===== config.mk =====
export PLATFORM = sky130hd
export DESIGN_NAME = ws2812_driver
export DESIGN_NICKNAME = d
export VERILOG_FILES = /design/src/rtl/ws2812_driver.sv
export SDC_FILE = /design/constraint.sdc
export NUM_CORES = 1
export LEC_CHECK = 0
export CORE_ASPECT_RATIO = 1.25
export CORE_MARGIN = 2
export CORE_UTILIZATION = 48
export CTS_CLUSTER_SIZE = 24
export DETAILED_ROUTE_END_ITERATION = 10
export GPL_TIMING_DRIVEN = 1
export PLACE_DENSITY = 0.68
export SETUP_SLACK_MARGIN = 0.4
export SYNTH_ARGS = -nofsm -noshare
export SYNTH_HDL_FRONTEND = slang
export SYNTH_SLANG_ARGS = --single-unit

===== constraint.sdc =====
create_clock -name clk -period 5.8 [get_ports clk]
set_input_delay 0.58 -clock clk [delete_from_list [all_inputs] [get_ports clk]]
set_output_delay 0.58 -clock clk [all_outputs]
set_load 0.03 [all_outputs]

===== src/rtl/ws2812_driver.sv =====
// WS2812 serial LED driver: accepts one 24-bit colour per frame, resends it to NUM_LEDS LEDs, then holds the line low to latch.
// Optional build macro WS2812_DIM_EN: quarter brightness (each channel >> 2 at capture).
module ws2812_driver #(
    parameter int NUM_LEDS = 1,
    parameter int T0H_CYC  = 4,
    parameter int T1H_CYC  = 8,
    parameter int TBIT_CYC = 15,
    parameter int TRST_CYC = 600
) (
    input  logic        clk,
    input  logic        rst,
    input  logic [23:0] rgb_in,
    input  logic        rgb_valid,
    output logic        rgb_ready,
    output logic        dout,
    output logic        busy,
    output logic        frame_done,
    output logic [1:0]  o_dbg_state
);

    // Handshake: a word transfers on a rising edge where rgb_valid and rgb_ready are both 1.
    // rgb_ready is high only in IDLE; nothing on rgb_in is looked at in any other state.

    localparam int PH_W  = $clog2(TBIT_CYC);
    localparam int LED_W = (NUM_LEDS > 1) ? $clog2(NUM_LEDS) : 1;
    localparam int LAT_W = (TRST_CYC > 1) ? $clog2(TRST_CYC) : 1;

    localparam logic [PH_W-1:0]  PH_LAST  = PH_W'(TBIT_CYC - 1);
    localparam logic [PH_W-1:0]  T0H_P    = PH_W'(T0H_CYC);
    localparam logic [PH_W-1:0]  T1H_P    = PH_W'(T1H_CYC);
    localparam logic [LED_W-1:0] LED_LAST = LED_W'(NUM_LEDS - 1);
    localparam logic [LAT_W-1:0] LAT_LAST = LAT_W'(TRST_CYC - 1);
    localparam logic [4:0]       BIT_LAST = 5'd23;

    typedef enum logic [1:0] {
        S_IDLE  = 2'd0,
        S_BIT   = 2'd1,
        S_LATCH = 2'd2
    } state_t;

    state_t             r_state;
    logic [23:0]        r_hold;
    logic [4:0]         r_bit_cnt;
    logic [LED_W-1:0]   r_led_cnt;
    logic [PH_W-1:0]    r_phase;
    logic [LAT_W-1:0]   r_latch_cnt;
    logic               r_frame_latch;
    logic               r_dout;
    logic               r_frame_done;

    state_t             w_state;
    logic [23:0]        w_hold;
    logic [4:0]         w_bit_cnt;
    logic [LED_W-1:0]   w_led_cnt;
    logic [PH_W-1:0]    w_phase;
    logic [LAT_W-1:0]   w_latch_cnt;
    logic               w_frame_latch;
    logic               w_frame_done;
    logic               w_tx_bit;
    logic               w_dout;

    function automatic logic [23:0] capture(input logic [23:0] w);
`ifdef WS2812_DIM_EN
        return {2'b00, w[23:18], 2'b00, w[15:10], 2'b00, w[7:2]};
`else
        return w;
`endif
    endfunction

    // Wire order is green, red, blue, each MSB first.
    function automatic logic tx_bit(input logic [23:0] h, input logic [4:0] idx);
        logic [23:0] seq;
        seq = {h[15:8], h[23:16], h[7:0]};
        return seq[BIT_LAST - idx];
    endfunction

    always_comb begin
        w_state       = r_state;
        w_hold        = r_hold;
        w_bit_cnt     = r_bit_cnt;
        w_led_cnt     = r_led_cnt;
        w_phase       = r_phase;
        w_latch_cnt   = r_latch_cnt;
        w_frame_latch = r_frame_latch;
        w_frame_done  = 1'b0;
        case (r_state)
            S_IDLE: begin
                if (rgb_valid) begin
                    w_state   = S_BIT;
                    w_hold    = capture(rgb_in);
                    w_bit_cnt = '0;
                    w_led_cnt = '0;
                    w_phase   = '0;
                end
            end
            S_BIT: begin
                if (r_phase == PH_LAST) begin
                    w_phase = '0;
                    if (r_bit_cnt == BIT_LAST) begin
                        w_bit_cnt = '0;
                        if (r_led_cnt == LED_LAST) begin
                            w_led_cnt     = '0;
                            w_state       = S_LATCH;
                            w_latch_cnt   = '0;
                            w_frame_latch = 1'b1;
                        end else begin
                            w_led_cnt = r_led_cnt + 1'b1;
                        end
                    end else begin
                        w_bit_cnt = r_bit_cnt + 5'd1;
                    end
                end else begin
                    w_phase = r_phase + 1'b1;
                end
            end
            S_LATCH: begin
                if (r_latch_cnt == LAT_LAST) begin
                    w_state       = S_IDLE;
                    w_latch_cnt   = '0;
                    // Only a latch that closes a transmitted frame reports completion.
                    w_frame_done  = r_frame_latch;
                    w_frame_latch = 1'b0;
                end else begin
                    w_latch_cnt = r_latch_cnt + 1'b1;
                end
            end
            default: begin
                w_state = S_LATCH;
            end
        endcase
        // dout is registered from the next-cycle bit position, so the line rises the cycle after acceptance.
        w_tx_bit = tx_bit(w_hold, w_bit_cnt);
        w_dout   = (w_state == S_BIT) && (w_phase < (w_tx_bit ? T1H_P : T0H_P));
    end

    always_ff @(posedge clk) begin
        if (rst) begin
            r_state       <= S_LATCH;
            r_hold        <= '0;
            r_bit_cnt     <= '0;
            r_led_cnt     <= '0;
            r_phase       <= '0;
            r_latch_cnt   <= '0;
            r_frame_latch <= 1'b0;
            r_dout        <= 1'b0;
            r_frame_done  <= 1'b0;
        end else begin
            r_state       <= w_state;
            r_hold        <= w_hold;
            r_bit_cnt     <= w_bit_cnt;
            r_led_cnt     <= w_led_cnt;
            r_phase       <= w_phase;
            r_latch_cnt   <= w_latch_cnt;
            r_frame_latch <= w_frame_latch;
            r_dout        <= w_dout;
            r_frame_done  <= w_frame_done;
        end
    end

    assign rgb_ready   = (r_state == S_IDLE);
    assign busy        = (r_state != S_IDLE);
    assign dout        = r_dout;
    assign frame_done  = r_frame_done;
    assign o_dbg_state = r_state;

endmodule


* Yosys cells after proc, flatten, opt, wreduce, memory -nomap -nowiden
Index checks and enable logic that the tools add are counted.
** Cells by class
- Bitwise gates (word level) :: 2
- Order comparisons :: 2
- Muxes and demuxes :: 33
- Reductions and logical operators :: 9
- $add $sub $neg :: 5
- Eq/ne operators :: 11
** Operators with widths (number)
- $mux 24 :: 2
- $mux 10 :: 4
- $pmux 10 s2 :: 1
- $mux 5 :: 3
- $mux 4 :: 3
- $add 10x1->10 const B :: 1
- $eq 10x10->1 const B :: 1
- $mux 2 :: 5
- $ne 2x2->1 const B :: 5
- $pmux 5 s2 :: 1
- $mux 1 :: 9
- $pmux 4 s2 :: 1
- $reduce_and 4->1 :: 2
- $lt 5x6->1 const B :: 1
- $pmux 2 s3 :: 1
- $reduce_bool 2->1 :: 3
- $add 5x1->5 const B :: 1
- $bmux 1 s5 :: 1
- $eq 5x5->1 const B :: 1
- $reduce_and 5->1 :: 1
- $sub 5x5->5 const A :: 1
- $add 4x1->4 const B :: 1
- $eq 2x1->1 const B :: 2
- $eq 4x4->1 const B :: 1
- other kinds (8) :: 10
** Storage, ports and cells
- Output and inout bits :: 6
- Bits of input ports :: 27
- Bits in registers :: 49

* Logic depth before layout (Yosys ltp)
Gate-level depths: netlist (run 1).
- Depth after elaboration :: 10
- Gate-level depth with buffers :: 16
- Depth with buffers taken out :: 14

* Worst setup path before layout (run 1)
OpenSTA, ideal clock, no wires.
- Path kind :: reg-to-reg
- Start point :: reg r_state[0] (netlist: o_dbg_state[0])
- End point :: reg r_dout (netlist: dout)
- Stages on the path, launching flop included :: 17
- Clock period less this slack :: 3.639 ns
- Arrival time :: 3.566 ns
- Path slack :: 2.161 ns
- Buffers on the path :: 2
- Library setup time :: 0.073 ns
- Cell sequence :: dfxtp_1 -> inv_1 -> ha_1 -> buf_6 -> mux2i_4 -> o2bb2ai_2 -> nor2_2 -> buf_4 -> mux2i_1 -> o211ai_1 -> a221oi_1 -> o311a_1 -> inv_1 -> ha_1 -> or4_1 -> nand2b_1 -> o22ai_2
** Between the ends
- Longest elaborated chain between the ends :: 8
- Elaborated cells on any way between the ends :: 19
- Classes of those cells :: add/sub (1); order compare (1); eq/ne (3); mux (12); reduce/logical (2)
** RTL lines
- start, declared :: RTL line 41 : state_t r_state;
- start signal, assigned :: RTL line 148 : r_state <= w_state;
- $logic_not 2->1 *
- net rgb_ready :: RTL line 14 : output logic rgb_ready,
- $pmux 5 s2 :: RTL line 86 : case (r_state)
- $sub 5x5->5 :: RTL line 74 : return seq[BIT_LAST - idx];
- $bmux 1 s5 :: RTL line 74
- $mux 1 (implied by the code) :: RTL line 74
- $mux 4 :: RTL line 133 : w_dout = (w_state == S_BIT) && (w_phase < (w_tx_bit ? T1H_P : T0H_P));
- $lt 4x4->1 :: RTL line 133
- $logic_and 1x1->1 * :: RTL line 133
- end signal, assigned :: RTL line 155 : r_dout <= w_dout;
- end, declared :: RTL line 48 : logic r_dout;
The timed path passes the listed nets; every way through them passes the cells marked *. The select of a mux whose other input is x is not followed.
A chain may end at the register's enable or synchronous reset.

* Worst setup path in the final report (run 1)
- Start point :: reg r_state[0] (netlist: o_dbg_state[0])
- End point :: reg r_dout (netlist: dout)
** Between the ends
- Longest elaborated chain between the ends :: 8
- Elaborated cells on any way between the ends :: 19
- Classes of those cells :: add/sub (1); order compare (1); eq/ne (3); mux (12); reduce/logical (2)
** RTL lines (RTL line)
- $eq 2x1->1 or $logic_not 2->1 (tied branches) :: 86
- $pmux 5 s2 :: 86
- $sub 5x5->5 :: 74
- $bmux 1 s5 :: 74
- $mux 1 (implied by the code) :: 74
- $mux 4 :: 133
- $lt 4x4->1 :: 133
- $logic_and 1x1->1 * :: 133
Mark *: on every way between the ends. The rest lies on a longest branch, timed or not. The select of a mux whose other input is x is not followed.

==> summary.txt, run 1 <==
Global routing
  • First-pass GRT wire length: 10.74 mm
  • Largest net degree at the start of global routing: 40
  • Initial antenna violation count: 0
  • Global route overflow: 0
  • Vias in the first global route: 2321
  • GRT Util Overall: 0.2100

STA
  • Fmax: 226.4 MHz
  • Fin crit share: 0.7617
  • Worst Hold Slack: roughly 0.46 ns
  • Tmin final: 4.418 ns
  • Unrepaired setup endpoints after global routing: false
  • Final TNS setup: 0 ns
  • Worst-Margin Slew: about 0.96 ns
  • Final WS setup: 1.382 ns
  • Setup-failing EPs final: 0
  • Relative slew slack: 0.3609
  • Clock tree skew after final layout: 0.01045 ns
  • Final Max Tran Viols: 0
  • Endpoints failing hold: 0

Route
  • Routed wire length: 6.439 mm
  • Number of DRC markers in iteration 0: 179
  • DRC errors left: 0
  • Routed wl met2: 3.160 mm
  • Wire length per cell: 14.84 um
  • M1 wire length: 2.900 mm
  • Routed vias/inst: 5.786
  • TritonRoute pass-1 iters: 4
  • Top sig layer: met4
  • Via count: 2511
  • Detail Route met3 WL: 274 um
  • Final ANT Viol Nets: 0

Clocking
  • Skew-Pair Late Insertion Delay: 0.30 ns
  • CTS Buf Count: 5
  • Clock Tree Root: clkbuf_8
  • Post-CTS sizing: 0
  • CTS max path bufs: 2
  • H-tree Lvls: 2
  • CTS sink cnt: 48
  • TritonCTS clock tree: built
  • # hold bufs at CTS: 0
  • Worst-path clk slew: 0.09 ns
  • Post-CTS setup repair buffer count: 0

Place
  • Worst slack at placement: 1.368 ns
  • DP HPWL: around 4.6 mm
  • Area after DPL: 3074 um^2
  • # port buffers: 32
  • Global placement routability congestion: 0.8859

Power and ir drop
  • Logic pwr share: 0.058
  • PnR Total Power: 574.2 uW
  • Sequential Power Share: 0.579
  • Maximum VDD drop: 0.1481 mV
  • Leakage dissipation: 1.156 nW
  • Clock network fraction of design power: 0.363
  • Pint: about 450 uW
  • Sw frac: 0.2208
  • Psw: 126.8 uW
  • PD cells: between 150 and 200 nW/um^2

Finish
  • Filler cell count: roughly 550
  • Final #Nets: 405
  • Area of the multi-input gates: 1668 um^2
  • Area added between synthesis and finish: 14.36%
  • N_diodes: 0
  • Most frequent cells in the layout: nand2_1 (66), dfxtp_1 (48), a21oi_1 (35)
  • Final Cell Area: 3168 um^2
  • Ratio of cells with drive above 1 in the final layout: 0.07568
  • Most common cell after layout, fill and taps aside: nand2_1
  • Storage element area: approximately 960 um^2

Yosys
  • Mux contribution to synthesized area: 0.05014
  • Post-synth EDFFs: 0
  • Syn Area/Cell: roughly 8 um^2
  • XOR/XNOR share of the synthesized area: 0.02529
  • Post-Syn Area: about 2800 um^2
  • Post-synthesis sequential area ratio: 0.3469
  • Syn_nets: 384
  • Most used flip-flop cell after synthesis: dfxtp_1
  • Yosys Warn Count: 0
  • Largest family of logic cells by synthesized area: simple AND/OR/NAND/NOR gates
  • Synth Area in Simple Gates: 0.2773
  • Adder-Cell Fraction of Synth Area: 0.04065
  • Share of the synthesized area in the top cell type: 0.3469
  • Yosys cell types: 63
  • Compound-Gate Fraction of Synth Area: 0.2087
  • Async SR Flop Fraction: 0
  • Post-Syn Instances: between 300 and 400
  • Seq cells post-synth: 48
  • Largest area contributor in the netlist: dfxtp_1
  • Synth area leaders: dfxtp_1 (35%), nand2_1 (8.9%), a21oi_1 (6.3%)

Setup path
  • Reg2reg end: dout$_SDFF_PP0_
  • Worst setup path start: o_dbg_state[0]$_SDFF_PP0_
  • Cells on worst reg2reg path: 13
  • R2R setup slack: 1.38 ns
  • Critical path class: register to register
  • Startpoint Class: register
  • WP data required: approximately 6.0 ns
  • CP Data Arrival Time: 4.65 ns
  • RR Startpoint: o_dbg_state[0]$_SDFF_PP0_
  • Crit path max fanout: 20
  • CP Capture Type: register

Min path
  • Min-delay src: r_hold[7]$_SDFF_PP0_
  • Worst Hold Endpoint: r_hold[7]$_SDFF_PP0_
  • Hold WC Path Type: register to register
  • Hold Crit Depth: 2

Floorplanning
  • Core ar.: 5518 um^2
  • Die Area: around 6400 um^2
  • Starting Density: 0.5020
  • Core Rows: 30
  • Die X: ~70 um
  • Chip Height: 88.94 um
  • Io pins: 33

Job
  • Max-cap violations: 0

Outcome
  • Status: finished, final reports clean
==> metal layers <==
| layer | track usage | vias to the layer above |
|---|---|---|
| met5 | 0 | - |
| met4 | 0.07204 | 0 |
| met3 | 0.03044 | 9 |
| met2 | 0.3670 | 60 |
| met1 | 0.2653 | 1165 |
| li1 | - | 1277 |
==> synth_stat cells, types with 5 or more instances <==
cell type / instances
nand2_1: 66
dfxtp_1: 48
a21oi_1: 35
nor2_1: 30
nand3_1: 14
o21ai_0: 11
clkbuf_1: 9
ha_1: 9
mux2i_1: 9
nand4_1: 8
inv_1: 6
nor3_1: 6
or3_1: 6
xor2_1: 6
buf_2: 5
nor2b_1: 5
==> cell type report <==
cell class | instances | share of cell area
well taps | 64 | 0.02528
inverters | 6 | 0.007109
flip-flops and latches | 48 | 0.3033
clock inverters | 1 | 0.002370
clock buffers | 7 | 0.02725
multi-input cells | 273 | 0.5265
repair buffers | 35 | 0.1082
==> per-stage QoR <==
| step | utilization | cells |
|---|---|---|
| final | 0.5742 | 434 |
| after global routing | 0.5742 | 434 |
| after CTS | 0.5742 | 434 |
| after detailed placement | 0.5571 | 426 |
| after global placement | 0.5571 | 426 |
| after floorplan | - | 348 |
==> power by group through the flow <==
stage	Sequential, mW	Combinational (mW)	Clock (mW)
finish	0.332	0.0331	0.209
global route	0.333	0.0368	0.227
CTS	0.332	0.0333	0.214
detailed placement	0.340	0.0331	0
global placement	0.340	0.0334	0
floorplan	0.340	0.00956	0
==> state kept, by name (all words and copies together) (netlist names) <==
signal	count
r_frame_latch	1
r_latch_cnt	10
r_bit_cnt	5
o_dbg_state	2
r_phase	4
r_hold	24
frame_done	1
dout	1
==> worst max-delay path by stage <==
stage | depth (start not counted) | to
after global placement | 13 | dout$_SDFF_PP0_
final | 13 | dout$_SDFF_PP0_
after detailed placement | 13 | dout$_SDFF_PP0_
after CTS | 13 | dout$_SDFF_PP0_
after floorplan | 16 | dout$_SDFF_PP0_
after global routing | 14 | dout$_SDFF_PP0_
==> critical path: stages (launching register included) <==
cell,delay (ns)
dfxtp_1,0.43
ha_1,0.61
mux2i_4,0.30
o2bb2ai_2,0.22
nor2_2,0.76
mux2i_1,0.30
o211ai_1,0.11
a221oi_1,0.29
o311a_1,0.28
inv_1,0.06
ha_1,0.17
or4_1,0.54
nand2b_1,0.18
o22ai_2,0.10
==> cell families (layout without fill, tap and decap cells) <==
logic type,count (synthesis),count (layout)
simple gates,159,159
compound gates,85,85
buf+inv,27,49
fa+ha+maj,9,9
xor+xnor,8,8
mux,12,12
flops,48,48
Power figures use the tool's default switching activity.
==> inputs of run 2 (changes only) <==
- clock period: 5.8 -> 4.24 ns (I/O delays scaled with it)
==> run 2 against run 1 <==
Compared with the run above: sequential cell count is the same; die area is the same; hold slack gained 0.0044 ns; cell count grew 2.8%; first-iteration DRC count shrank 12%; fmax grew 23%; register-to-register slack lost 0.72 ns; global-route usage grew 0.92 points; critical path depth grew 1; count of clock-buffer cells in the layout shrank 1; highest routed layer unchanged.
==> summary.txt, run 2 (synthesis results as in run 1) <==
Setup path
  • Startpoint Class: register
  • CP Data Arrival Time: 3.83 ns (-0.82 ns)
  • Critical path class: register to register
  • CP Capture Type: register
  • Crit path max fanout: 11 (-45%)
  • WP data required: 4.49 ns (-1.54 ns)
  • Reg2reg end: dout$_SDFF_PP0_
  • Cells on worst reg2reg path: 14 (+1)
  • R2R setup slack: 0.66 ns (-0.72 ns)
  • RR Startpoint: o_dbg_state[0]$_SDFF_PP0_

STA
  • Relative slew slack: 0.6612 (+0.3002)
  • Worst Hold Slack: 0.4633 ns (+0.004430 ns)
  • Tmin final: 3.582 ns (-0.8360 ns)
  • Final TNS setup: 0 ns (unchanged)
  • Final WS setup: 0.6583 ns (-0.7240 ns)
  • Setup-failing EPs final: 0 (unchanged)
  • Fin crit share: 0.8447 (+0.08307)
  • Unrepaired setup endpoints after global routing: false
  • Fmax: 279.2 MHz (+23%)
  • Final Max Tran Viols: 0 (unchanged)
  • Endpoints failing hold: 0 (unchanged)
  • Clock tree skew after final layout: 0.01068 ns (+0.0002245 ns)
  • Worst-Margin Slew: 0.5036 ns (-0.4539 ns)

Min path
  • Hold WC Path Type: register to register
  • Hold Crit Depth: 2 (unchanged)
  • Worst Hold Endpoint: frame_done$_SDFF_PP0_
  • Min-delay src: r_frame_latch$_SDFFE_PP0P_

Global routing
  • Initial antenna violation count: 0 (unchanged)
  • Largest net degree at the start of global routing: 40 (unchanged)
  • Vias in the first global route: 2490 (+7.3%)
  • First-pass GRT wire length: 11.10 mm (+3.3%)
  • GRT Util Overall: 0.2192 (+0.009212)
  • Global route overflow: 0 (unchanged)

Clocking
  • Worst-path clk slew: 0.09 ns (about the same)
  • CTS max path bufs: 2 (unchanged)
  • CTS Buf Count: 5 (unchanged)
  • TritonCTS clock tree: built
  • Clock Tree Root: clkbuf_8
  • # hold bufs at CTS: 0 (unchanged)
  • H-tree Lvls: 2 (unchanged)
  • CTS sink cnt: 48 (unchanged)
  • Skew-Pair Late Insertion Delay: 0.31 ns (about the same)

Finish
  • Area added between synthesis and finish: 20.01%
  • N_diodes: 0 (unchanged)
  • Biggest regs: r_hold: 24 flops, r_latch_cnt: 10 flops, r_bit_cnt: 5 flops
  • Fin cells: 446 (+2.8%)
  • Biggest register: r_hold
  • Area of the multi-input gates: 1718 um^2 (+3.0%)
  • Final Cell Area: 3324 um^2 (+4.9%)
  • Filler cell count: 523 (-4.4%)
  • Post-layout util: 0.6025 (+0.02834)
  • Max reg flops: 24 (unchanged)
  • Storage element area: 960.9 um^2 (unchanged)
  • Most common cell after layout, fill and taps aside: nand2_1
  • Final #Nets: 417 (+3.0%)
  • Ratio of cells with drive above 1 in the final layout: 0.1178 (+0.04213)
  • Most frequent cells in the layout: nand2_1 (66), dfxtp_1 (48), a21oi_1 (35)

Power and ir drop
  • PD cells: 240.8 nW/um^2 (+33%)
  • Leakage dissipation: 1.222 nW (+5.6%)
  • PnR Total Power: 800.4 uW (+39%)
  • Maximum VDD drop: 0.1241 mV (-16%)

Route
  • DRC errors left: 0 (unchanged)
  • Routed vias/inst: 5.722 (-1.1%)
  • Routed wire length: 6.731 mm (+4.5%)
  • Via count: 2552 (+1.6%)
  • Wire length per cell: 15.09 um (+1.7%)
  • Number of DRC markers in iteration 0: 158 (-12%)
  • Final ANT Viol Nets: 0 (unchanged)
  • TritonRoute pass-1 iters: 4 (unchanged)

Floorplanning
  • Core ar.: 5518 um^2 (unchanged)
  • Die X: 71.95 um (unchanged)
  • Starting Density: 0.5020 (unchanged)
  • Core Rows: 30 (unchanged)
  • Io pins: 33 (unchanged)
  • Die Area: 6398 um^2 (unchanged)
  • Chip Height: 88.94 um (unchanged)

Place
  • Area after DPL: 3119 um^2 (+1.5%)
  • Number of instances in the placed design: 432 (+1.4%)
  • DP HPWL: 4.859 mm (+6.4%)
  • # port buffers: 32 (unchanged)
  • Global placement routability congestion: 0.8590 (-3.0%)
  • Worst slack at placement: 0.2685 ns (-1.099 ns)

Job
  • Max-cap violations: 0 (unchanged)

Outcome
  • Status: finished, final reports clean
## run 2: timing repair
action,4_1_cts,5_1_grt
setup endpoints to repair,1,1
buffers inserted,0,6
pin swaps,0,1
resized for setup,1,8
gates cloned,0,0
## run 2: routing by layer
metal | vias up | routed length [um] | track usage
li1 | 1303 | - | -
met1 | 1199 | 3059 | 0.2598
met2 | 43 | 3404 | 0.4040
met3 | 7 | 186 | 0.03269
met4 | 0 | 81 | 0.07376
met5 | - | 0 | 0
## run 2: how the worst max path moves through the flow
stage	from	to	slack (ns)	cells past startpoint
after global routing	o_dbg_state[0]$_SDFF_PP0_	dout$_SDFF_PP0_	0.41	15
after CTS	o_dbg_state[0]$_SDFF_PP0_	dout$_SDFF_PP0_	0.52	15
after detailed placement	rgb_valid	dout$_SDFF_PP0_	0.27	14
after floorplan	o_dbg_state[0]$_SDFF_PP0_	dout$_SDFF_PP0_	0.60	16
final	o_dbg_state[0]$_SDFF_PP0_	dout$_SDFF_PP0_	0.66	14
after global placement	rgb_valid	dout$_SDFF_PP0_	0.37	14
## run 2: final cells by class
type / instances / share of cell area
Timing Repair Buffer: 47 / 0.1340
Clock buffer: 6 / 0.02484
Multi-Input combinational cell: 273 / 0.5167
Sequential cell: 48 / 0.2890
Clock inverter: 2 / 0.004516
Inverter: 6 / 0.006775
Tap cell: 64 / 0.02409
## run 2: critical path, stage by stage (launching register included)
cell	delay [ns]
dfxtp_1	0.46
ha_2	0.39
buf_4	0.22
nand2_1	0.14
o22a_4	0.30
nand2_2	0.15
mux2_1	0.18
o211ai_1	0.10
a221oi_1	0.26
o311a_1	0.27
inv_1	0.06
ha_1	0.17
or4_1	0.54
nand2b_1	0.18
o22ai_2	0.10
## run 2: report_power, final
| part | internal (mW) | switching [mW] | total [mW] |
|---|---|---|---|
| Clock | 0.132 | 0.167 | 0.299 |
| Sequential | 0.453 | 0.00215 | 0.455 |
| Combinational | 0.0267 | 0.0193 | 0.0460 |
| Total | 0.612 | 0.189 | 0.800 |
==> inputs of run 3 (changes only) <==
- PLACE_DENSITY: 0.68 -> 0.71
- clock period: 4.24 -> 3.1 ns (I/O delays scaled with it)
==> run 3 against run 2 <==
Compared with the run above: count of clock-buffer cells in the layout shrank 1; register-to-register slack lost 0.62 ns; sequential power grew 36%; sequential cell count is the same; setup slack lost 0.62 ns; combinational power grew 40%; highest routed layer unchanged; critical path depth grew 1; cell count grew 9.6%; largest power group unchanged; non-clock buffer count grew 43.
==> summary.txt, run 3 (synthesis results as in run 1) <==
Clocking
  • Skew-Pair Late Insertion Delay: 0.31 ns (about the same)
  • CTS sink cnt: 48 (unchanged)
  • CTS max path bufs: 2 (unchanged)
  • H-tree Lvls: 2 (unchanged)
  • # hold bufs at CTS: 0 (unchanged)
  • Clock Tree Root: clkbuf_8
  • TritonCTS clock tree: built
  • CTS Buf Count: 5 (unchanged)
  • Worst-path clk slew: 0.09 ns (about the same)

STA
  • Final Max Tran Viols: 0 (unchanged)
  • Fin crit share: 0.9884 (+0.1436)
  • Endpoints failing hold: 0 (unchanged)
  • Fmax: 326.4 MHz (+17%)
  • Relative slew slack: 0.6368 (-0.02433)
  • Worst Hold Slack: 0.4608 ns (-0.002521 ns)
  • Clock tree skew after final layout: 0.005732 ns (-0.004943 ns)
  • Unrepaired setup endpoints after global routing: true
  • Tmin final: 3.064 ns (-0.5178 ns)
  • Worst-Margin Slew: 0.5448 ns (+0.04114 ns)
  • Setup-failing EPs final: 0 (unchanged)

Min path
  • Hold WC Path Type: register to register
  • Hold Crit Depth: 2 (unchanged)
  • Worst Hold Endpoint: frame_done$_SDFF_PP0_
  • Min-delay src: r_frame_latch$_SDFFE_PP0P_

Floorplanning
  • Chip Height: 88.94 um (unchanged)
  • Starting Density: 0.5020 (unchanged)
  • Core Rows: 30 (unchanged)
  • Die X: 71.95 um (unchanged)
  • Core ar.: 5518 um^2 (unchanged)
  • Die Area: 6398 um^2 (unchanged)
  • Io pins: 33 (unchanged)

Setup path
  • WP data required: 3.34 ns (-1.15 ns)
  • Crit path max fanout: 9 (-2)
  • RR Startpoint: r_bit_cnt[0]$_SDFF_PP0_
  • Crit path max-delay cell type: or4_4
  • Cells on worst reg2reg path: 15 (+1)
  • R2R setup slack: 0.04 ns (-0.62 ns)
  • Reg2reg end: dout$_SDFF_PP0_
  • CP Data Arrival Time: 3.31 ns (-0.52 ns)
  • Critical path class: register to register
  • Startpoint Class: register
  • CP Capture Type: register
  • WP buf/inv: 3 (+1)
  • CP Cell Sequence: ha_1, and4b_2, nor3_4, nor2_4, buf_12, buf_4, mux2i_1, a31oi_1, o211a_1, o311a_1, inv_1, ha_2, or4_4, nand2b_4, o22ai_2
  • Worst path max stage delay: 0.42 ns (-0.12 ns)
  • Family with the most delay on the worst path: simple AND/OR/NAND/NOR gates

Power and ir drop
  • Maximum VDD drop: 0.2783 mV (+120%)
  • Leakage dissipation: 1.492 nW (+22%)
  • PD cells: 303.3 nW/um^2 (+26%)

Job
  • Max-cap violations: 0 (unchanged)

Global routing
  • First-pass GRT wire length: 12.35 mm (+11%)
  • GRT Util Overall: 0.2410 (+0.02182)
  • Largest net degree at the start of global routing: 40 (unchanged)
  • Initial antenna violation count: 0 (unchanged)
  • Vias in the first global route: 2813 (+13%)
  • Global route overflow: 0 (unchanged)

Route
  • Number of DRC markers in iteration 0: 149 (-5.7%)
  • Wire length per cell: 14.65 um (-3.0%)
  • Final ANT Viol Nets: 0 (unchanged)
  • DRC errors left: 0 (unchanged)
  • Routed vias/inst: 5.679 (-0.75%)
  • Via count: 2777 (+8.8%)
  • TritonRoute pass-1 iters: 4 (unchanged)
  • Routed wire length: 7.162 mm (+6.4%)

Finish
  • Max reg flops: 24 (unchanged)
  • Final #Nets: 460 (+10%)
  • Biggest regs: r_hold: 24 flops, r_latch_cnt: 10 flops, r_bit_cnt: 5 flops
  • Biggest register: r_hold
  • Most frequent cells in the layout: nand2_1 (64), buf_4 (51), dfxtp_1 (44)
  • Area added between synthesis and finish: 37.58%
  • Final Cell Area: 3811 um^2 (+15%)
  • N_diodes: 0 (unchanged)
  • Fin cells: 489 (+9.6%)
  • Most common cell after layout, fill and taps aside: nand2_1
  • Ratio of cells with drive above 1 in the final layout: 0.2541 (+0.1363)

Place
  • # port buffers: 32 (unchanged)
  • Area after DPL: 3468 um^2 (+11%)
  • Global placement routability congestion: 0.8624 (+0.40%)
  • Number of instances in the placed design: 472 (+9.3%)
  • DP HPWL: 5.191 mm (+6.8%)

Outcome
  • Status: finished, final reports clean
## run 3: cell type report
type / count / area (um^2)
sequential: 48 / 970.9
multi-input combinational: 273 / 1814
timing repair buffer: 90 / 803.3
clock buffer: 5 / 68.82
clock inverter: 3 / 46.29
fill: 432 / 1707
tap: 64 / 80.08
inverter: 6 / 27.53
## run 3: worst max path at each step
stage	from	end	slack [ns]	depth (start not counted)
floorplan	o_dbg_state[0]$_SDFF_PP0_	dout$_SDFF_PP0_	0.04	16
global placement	rgb_valid	dout$_SDFF_PP0_	-0.11	15
detailed placement	rgb_valid	dout$_SDFF_PP0_	-0.18	14
CTS	r_phase[0]$_SDFFE_PP0P_	dout$_SDFF_PP0_	0.09	15
global route	o_dbg_state[0]$_SDFF_PP0_	dout$_SDFF_PP0_	-0.06	15
finish	r_bit_cnt[0]$_SDFF_PP0_	dout$_SDFF_PP0_	0.04	15
## run 3: where the power goes
group	total, mW	internal [mW]	switching (mW)	leakage [nW]
sequential	0.620	0.617	0.00281	0.389
combinational	0.0642	0.0374	0.0269	1.05
clock	0.471	0.243	0.228	0.0548
## run 3: routing by layer
metal	wire length, um	global-route usage	part of all wire
met2	3711	0.4520	0.52
met1	3007	0.2744	0.42
met5	0	0	0
met4	119	0.07890	0.017
met3	324	0.04510	0.045
## run 3: worst reg2reg max path, delay by kind of cell (launching register included)
| family | cells | cell delay [ns] |
|---|---|---|
| buffers and inverters | 3 | 0.35 |
| AND/OR/NAND/NOR | 5 | 1.17 |
| adder cells (fa/ha/maj) | 2 | 0.37 |
| flip-flops | 1 | 0.34 |
| multiplexers | 1 | 0.14 |
| AO/OA/AOI/OAI | 4 | 0.64 |
## run 3: timing repair
item,CTS,global route
setup buffers,6,3
endpoints found under the setup margin,1,1
resized for setup,29,4
pin swaps,16,6
gates cloned,0,0
## run 3: per-stage QoR
step,utilization,setup WS [ns],setup TNS (ns),power (mW)
floorplan,-,0.04386,0,0.6521
global placement,0.6286,-0.1106,-0.1106,0.6970
detailed placement,0.6286,-0.1801,-0.1801,0.6975
CTS,0.6844,0.09394,0,1.165
global route,0.6907,-0.06001,-0.06001,1.203
finish,0.6907,0.03608,0,1.156
